--- src/rtl/forwarding_scoreboard.sv ---
// Forwarding scoreboard: tracks in-flight writers in the EX slot plus DEPTH
// downstream stages, produces per-source ALU operand forwarding selects for
// the EX instruction and detects load-use hazards (ID/IF stall + EX bubble).
// Optional build macro: FWD_PERF_CNT_EN adds stall / forwarding event counters.
module forwarding_scoreboard #(
  parameter int unsigned RA_W     = 5,
  parameter int unsigned NUM_SRC  = 2,
  parameter int unsigned DEPTH    = 2,
  parameter int unsigned LOAD_LAT = 1,
  localparam int unsigned SEL_W   = $clog2(DEPTH + 2)
) (
  input  logic                     clk,
  input  logic                     rst_n,
  input  logic                     id_valid,
  input  logic [NUM_SRC*RA_W-1:0]  id_src,
  input  logic [NUM_SRC-1:0]       id_src_used,
  input  logic [RA_W-1:0]          id_rd,
  input  logic                     id_reg_write,
  input  logic                     id_is_load,
  input  logic                     flush,
  output logic                     stall,
  output logic [NUM_SRC*SEL_W-1:0] fwd_sel,
  output logic                     ex_valid,
  output logic [DEPTH-1:0]         stage_valid
`ifdef FWD_PERF_CNT_EN
  ,
  output logic [31:0]              perf_stall_cnt,
  output logic [31:0]              perf_fwd_cnt
`endif
);

  // EX slot
  logic                    ex_valid_q;
  logic [NUM_SRC*RA_W-1:0] ex_src_q;
  logic [NUM_SRC-1:0]      ex_used_q;
  logic [RA_W-1:0]         ex_rd_q;
  logic                    ex_rw_q;
  logic                    ex_ld_q;

  // Downstream stages, index k-1 holds stage k
  logic [DEPTH-1:0]           st_valid_q;
  logic [DEPTH-1:0][RA_W-1:0] st_rd_q;
  logic [DEPTH-1:0]           st_rw_q;
  logic [DEPTH-1:0]           st_ld_q;

  logic hazard;

  // Load-use hazard on the ID instruction against loads not yet forwardable
  always_comb begin
    hazard = 1'b0;
    for (int i = 0; i < int'(NUM_SRC); i++) begin
      if (id_src_used[i] && (id_src[i*RA_W +: RA_W] != '0)) begin
        if (ex_valid_q && ex_rw_q && ex_ld_q && (ex_rd_q == id_src[i*RA_W +: RA_W])) begin
          hazard = 1'b1;
        end
        for (int k = 1; k <= int'(DEPTH); k++) begin
          if ((k < int'(LOAD_LAT)) && st_valid_q[k-1] && st_rw_q[k-1] && st_ld_q[k-1] &&
              (st_rd_q[k-1] == id_src[i*RA_W +: RA_W])) begin
            hazard = 1'b1;
          end
        end
      end
    end
    // flush squashes the ID instruction, so it never needs to wait
    stall = id_valid && !flush && hazard;
  end

  // Forwarding selects from registered state only; youngest matching stage wins
  always_comb begin
    fwd_sel = '0;
    for (int i = 0; i < int'(NUM_SRC); i++) begin
      if (ex_valid_q && ex_used_q[i]) begin
        if (ex_src_q[i*RA_W +: RA_W] == '0) begin
          fwd_sel[i*SEL_W +: SEL_W] = SEL_W'(DEPTH + 1);
        end else begin
          // Scan oldest to youngest so the youngest match is the last write
          for (int k = int'(DEPTH); k >= 1; k--) begin
            if (st_valid_q[k-1] && st_rw_q[k-1] && (st_rd_q[k-1] != '0) &&
                (st_rd_q[k-1] == ex_src_q[i*RA_W +: RA_W])) begin
              fwd_sel[i*SEL_W +: SEL_W] = SEL_W'(k);
            end
          end
        end
      end
    end
  end

  // EX slot load: bubble on flush or stall, otherwise capture ID
  always_ff @(posedge clk or negedge rst_n) begin
    if (!rst_n) begin
      ex_valid_q <= 1'b0;
      ex_src_q   <= '0;
      ex_used_q  <= '0;
      ex_rd_q    <= '0;
      ex_rw_q    <= 1'b0;
      ex_ld_q    <= 1'b0;
    end else if (flush || stall) begin
      ex_valid_q <= 1'b0;
      ex_src_q   <= '0;
      ex_used_q  <= '0;
      ex_rd_q    <= '0;
      ex_rw_q    <= 1'b0;
      ex_ld_q    <= 1'b0;
    end else begin
      ex_valid_q <= id_valid;
      ex_src_q   <= id_src;
      ex_used_q  <= id_src_used;
      ex_rd_q    <= id_rd;
      ex_rw_q    <= id_reg_write;
      ex_ld_q    <= id_is_load;
    end
  end

  // Downstream shift pipeline; never stalls
  always_ff @(posedge clk or negedge rst_n) begin
    if (!rst_n) begin
      st_valid_q <= '0;
      st_rd_q    <= '0;
      st_rw_q    <= '0;
      st_ld_q    <= '0;
    end else begin
      st_valid_q[0] <= ex_valid_q;
      st_rd_q[0]    <= ex_rd_q;
      st_rw_q[0]    <= ex_rw_q;
      st_ld_q[0]    <= ex_ld_q;
      for (int k = 1; k < int'(DEPTH); k++) begin
        st_valid_q[k] <= st_valid_q[k-1];
        st_rd_q[k]    <= st_rd_q[k-1];
        st_rw_q[k]    <= st_rw_q[k-1];
        st_ld_q[k]    <= st_ld_q[k-1];
      end
    end
  end

  assign ex_valid    = ex_valid_q;
  assign stage_valid = st_valid_q;

`ifdef FWD_PERF_CNT_EN
  logic fwd_any;

  // Any source currently taking a pipeline stage (not regfile, not zero)
  always_comb begin
    fwd_any = 1'b0;
    for (int i = 0; i < int'(NUM_SRC); i++) begin
      if ((fwd_sel[i*SEL_W +: SEL_W] != '0) &&
          (fwd_sel[i*SEL_W +: SEL_W] <= SEL_W'(DEPTH))) begin
        fwd_any = 1'b1;
      end
    end
  end

  // Saturating event counters, only cleared by reset
  always_ff @(posedge clk or negedge rst_n) begin
    if (!rst_n) begin
      perf_stall_cnt <= '0;
      perf_fwd_cnt   <= '0;
    end else begin
      if (stall && (perf_stall_cnt != 32'hFFFF_FFFF)) begin
        perf_stall_cnt <= perf_stall_cnt + 32'd1;
      end
      if (fwd_any && (perf_fwd_cnt != 32'hFFFF_FFFF)) begin
        perf_fwd_cnt <= perf_fwd_cnt + 32'd1;
      end
    end
  end
`endif

endmodule

--- config.mk ---
export PLATFORM = sky130hd
export DESIGN_NAME = forwarding_scoreboard
export DESIGN_NICKNAME = d
export VERILOG_FILES = /design/src/rtl/forwarding_scoreboard.sv
export SDC_FILE = /design/constraint.sdc
export NUM_CORES = 1
export LEC_CHECK = 0
export ABC_AREA = 1
export CAP_MARGIN = 10
export CORE_UTILIZATION = 40
export CTS_CLUSTER_DIAMETER = 100
export CTS_CLUSTER_SIZE = 16
export DETAILED_ROUTE_END_ITERATION = 16
export SLEW_MARGIN = 20
export SYNTH_ARGS = -nofsm -noshare
export SYNTH_HDL_FRONTEND = slang
export SYNTH_SLANG_ARGS = --single-unit
--- constraint.sdc ---
create_clock -name clk -period 1.55 [get_ports clk]
set_clock_uncertainty 0.15 [all_clocks]
set_input_delay 0.31 -clock clk [delete_from_list [all_inputs] [get_ports clk]]
set_output_delay 0.31 -clock clk [all_outputs]
set_load 0.005 [all_outputs]
# Word-level counts from Yosys, hierarchy flattened
# Index checks and enable logic that the tools add are counted.
# totals
word_cells	60
reg_bits	34
in_bits	23
output_inout_bits	8
# classes
reduce_logical	26
mux	18
n_eq_ne	6
# op_table
cell	n
equality test 5 bit	6
nonzero test 5 bit	4
logical AND 1 bit	18
2-to-1 mux 2 bit	9
logical NOT 5 bit	2
2-to-1 mux 10 bit	1
2-to-1 mux 1 bit	7
2-to-1 mux 5 bit	1
logical NOT 1 bit	1
logical OR 1 bit	1

# Depth between registers and ports, before layout
# depth
depth_word	10
ltp_mapped	11
ltp_nobuf	10

# Least setup slack after synthesis
# No wires, ideal clock.
# synth_path
kind	reg2out
startpoint	register st_rd_q[2] in the netlist's numbering
endpoint	output fwd_sel[3]
stages_incl_launch_ff	8
t_arrival_ns	0.998
path_slack_ns	0.092
required_time_ns	1.090
path_buffers	0
cell_sequence	dfrtp_1 > nor2_1 > nand2_1 > o21bai_1 > inv_1 > nand3_1 > nand2_1 > a21oi_1
# synth_via
elab_chain_len	6
word_cells_on_any_way	7
cone_classes	eq/ne: 1; mux: 3; reduce/logical: 3
# synth_rtl
item	line	source
start: declaration	42	logic [DEPTH-1:0][RA_W-1:0] st_rd_q;
start signal: indexed assignment	128	st_rd_q[k] <= st_rd_q[k-1];
nonzero test 5 bit	78	if (st_valid_q[k-1] && st_rw_q[k-1] && (st_rd_q[k-1] != '0) &&
logical AND 1 bit	78	
logical AND 1 bit *	78	
2-to-1 mux 2 bit *	78	
2-to-1 mux 2 bit *	73	if (ex_src_q[i*RA_W +: RA_W] == '0) begin
2-to-1 mux 2 bit *	72	if (ex_valid_q && ex_used_q[i]) begin
end: declaration	22	output logic [NUM_SRC*SEL_W-1:0] fwd_sel,
# Mark *: on every way between the ends. The rest lies on a longest branch, timed or not.

# Final worst setup path
# layout_path
startpoint	register ex_src_q[2]
endpoint	output fwd_sel[1]
# layout_via
elab_chain_len	6
word_cells_on_any_way	9
cone_classes	eq/ne: 2; mux: 4; reduce/logical: 3
# layout_rtl
item	line	source
start: declaration	34	logic [NUM_SRC*RA_W-1:0] ex_src_q;
start signal: assignment	106	ex_src_q <= id_src;
equality test 5 bit	79	(st_rd_q[k-1] == ex_src_q[i*RA_W +: RA_W])) begin
logical AND 1 bit	78	
2-to-1 mux 2 bit (2 in a row)	78	
2-to-1 mux 2 bit *	73	
2-to-1 mux 2 bit *	72	
# Marked as above.

==> results.sh <==
export IMPL_critPathLaunch="ex_src_q[2]"
export IMPL_vias=1458
export IMPL_crit_type="reg2out"
export IMPL_row_count=23
export IMPL_outcome="finished, violations left"
export IMPL_grt_pass1_wl_um=6189
export IMPL_violations="negative setup slack"
export IMPL_p_leak_nw=1.358
export IMPL_root_buffer="clkbuf_8"
export IMPL_rsz0062_at_grt="true"
export IMPL_cpLargestDelayFamily="flip-flops"
export IMPL_worst_ep_required_time_ns=1.09
export IMPL_syn_avg_cell_area_um2=8.654
export IMPL_place_congestion=0.9315
export IMPL_hpwl_um=2564
export IMPL_clock_sinks=34
export IMPL_dpl_cell_count=293
export IMPL_ys_seq_elements=34
export IMPL_final_min_clock_period_ns=2.062
export IMPL_irDropWorstVdd_mv=0.3723
export IMPL_hold_start="st_rw_q[0]"
export IMPL_cp_end_kind="output pin"
export IMPL_n_antenna_cell=0
export IMPL_fillers=309
export IMPL_max_cap_viol_count=0
export IMPL_clk_latency_ns=0.28
export IMPL_reg2reg_from="ex_rd_q[3]"
export IMPL_drive_above_1_share_pct=41.09
export IMPL_hp_class="reg2reg"
export IMPL_htree_num_levels=2
export IMPL_synthToLayoutAreaGrowth_pct=61.30
export IMPL_vias_per_cell=4.486
export IMPL_dieWidth_um=66.45
export IMPL_crit_path_cell_trace="buf_6 > buf_6 > xor2_1 > nor2_1 > nand2_1 > nor2_1 > nand2_1 > a21oi_1 > buf_2"
export IMPL_io_pins=31
export IMPL_finalPower_mw=2.062
export IMPL_synth_nets=215
export IMPL_final_cell_count_no_fill=325
export IMPL_ys_warn_count=0
export IMPL_synth_top_area_cell="dfrtp_1"
export IMPL_antenna_found_initial=0
export IMPL_finalSetupViolCount=25
export IMPL_tritoncts="done"
export IMPL_clk_pin_slew_worst_paths_ns=0.07
export IMPL_top_layer_used="met4"
export IMPL_wl_per_cell_um=11.65
export IMPL_globalRouteTotalUtil_pct=19.41
export IMPL_crit_path_start_kind="flop"
export IMPL_fin_nets=297
export IMPL_drtIter0Drc=31
export IMPL_coreArea_mm2=0.004000
export IMPL_io_buffer_count=30
export IMPL_grt_max_degree=35
export IMPL_ant_nets=0
export IMPL_fmax_ghz=0.4850
export IMPL_dr_wl_met3_um=151
export IMPL_critPathBufInv=3
export IMPL_path_max_fanout=2
export IMPL_fin_crit_sh_pct=133.0
export IMPL_drt_wl_total_um=3785
export IMPL_hold_ws_ns=0.2251
export IMPL_wl_met2_um=2045
export IMPL_mostFrequentLayoutCells="nand2_1, buf_4, dfrtp_1"
export IMPL_syn_inst=192
export IMPL_clock_path_buffers=2
export IMPL_final_common_cell="nand2_1"
export IMPL_arrival_ns=1.60
export IMPL_synth_area_leaders="dfrtp_1, nand2_1, nor2_2"
export IMPL_grt_overflow=0
export IMPL_power_density_mw_per_mm2=769.4
export IMPL_maxSlewHeadroom_pct=84.41
export IMPL_die_area_mm2=0.004416
export IMPL_cts_hold_buf=0
export IMPL_route_detailed_drc=0
export IMPL_die_h_um=66.45
export IMPL_numCtsBuffers=5
export IMPL_netlist_cell_type_count=17
export IMPL_finalHoldViolations=0
export IMPL_postLayoutSetupSlackWorst_ns=-0.5120
export IMPL_crit_slowest_cell="dfrtp_1"
export IMPL_seq_area_frac_synth_pct=51.20
export IMPL_netlist_area_mm2=0.001662
export IMPL_dr_pass1_iters=4
export IMPL_synth_top_cell_area_share_pct=51.20
export IMPL_tightest_slew_ns=0.2334
export IMPL_start_util_pct=41.54
export IMPL_max_stage_delay_ns=0.39
export IMPL_grt_pass1_vias=1440
export IMPL_final_max_slew_viol_count=0
export IMPL_met1_length_um=1462
[per-stage QoR]
step | setup WS, ns | util, % | instance area, um2 | setup TNS (ns)
floorplan | 0.09183 | - | 1662 | 0
finish | -0.5120 | 67.00 | 2680 | -4.357
global route | -0.5773 | 67.00 | 2680 | -6.796
detailed placement | -0.7711 | 55.30 | 2212 | -12.66
CTS | -0.4731 | 63.03 | 2521 | -3.801
global placement | -0.7336 | 55.30 | 2212 | -11.59
[final timing paths]
kind | slack [ns] | to | cells past startpoint
setup / recovery | -0.51 | fwd_sel[1] | 9
hold / removal | 0.23 | st_rw_q[1] | 0
setup reg to reg | -0.12 | ex_rd_q[4] | 12
hold reg to reg | 0.23 | st_rw_q[1] | 0
max in group asynchronous | 0.81 | ex_rd_q[2] | 2
min in group asynchronous | 0.25 | ex_ld_q | 2
[timing repair]
action,4_1_cts,5_1_grt
setup buffers,18,6
setup endpoints to repair,28,25
cloned,1,0
pin swaps,22,23
resized for setup,55,29
endpoints found under the hold margin,0,0
[cells by family after synthesis]
group / Yosys count / synth area share, %
AO/OA/AOI/OAI: 10 / 3.539
buffers and inverters: 32 / 8.132
AND/OR/NAND/NOR: 95 / 26.05
XOR/XNOR: 21 / 11.07
flip-flops: 34 / 51.21
[routing by layer]
metal / vias up / track usage [%]
li1: 732 / -
met1: 669 / 20.66
met2: 43 / 35.59
met3: 14 / 3.767
met4: 0 / 10.64
met5: - / 0
[synthesized netlist by cell type (all sizes together)]
master	instances
nor3	3
nand3	6
dfrtp	34
buf	2
xor2	8
a21oi	6
o21ai	2
inv	30
o21bai	2
nand2	46
nor2	40
xnor2	13
[registers in the layout, indices dropped and copies added, names as in the netlist]
signal	count
ex_src_q	10
st_rd_q	10
ex_rd_q	5
ex_used_q	2
st_rw_q	2
stage_valid	2
ex_ld_q	1
ex_rw_q	1
ex_valid	1
[report_power, final]
group          switching, mW  internal (mW)  total, mW
Sequential            0.0475          0.934      0.982
Combinational          0.187          0.236      0.423
Clock                  0.299          0.358      0.657
[cell type report]
cell class	instances	area, um2	area share (%)
sequential	34	859.6	32.07
timing repair buffer	77	708.2	26.42
multi-input combinational	126	845.8	31.56
clock buffer	7	86.33	3.221
tap	50	62.56	2.334
inverter	30	112.6	4.202
clock inverter	1	5.005	0.1867
Note: power is estimated with default switching activity, not from simulation.
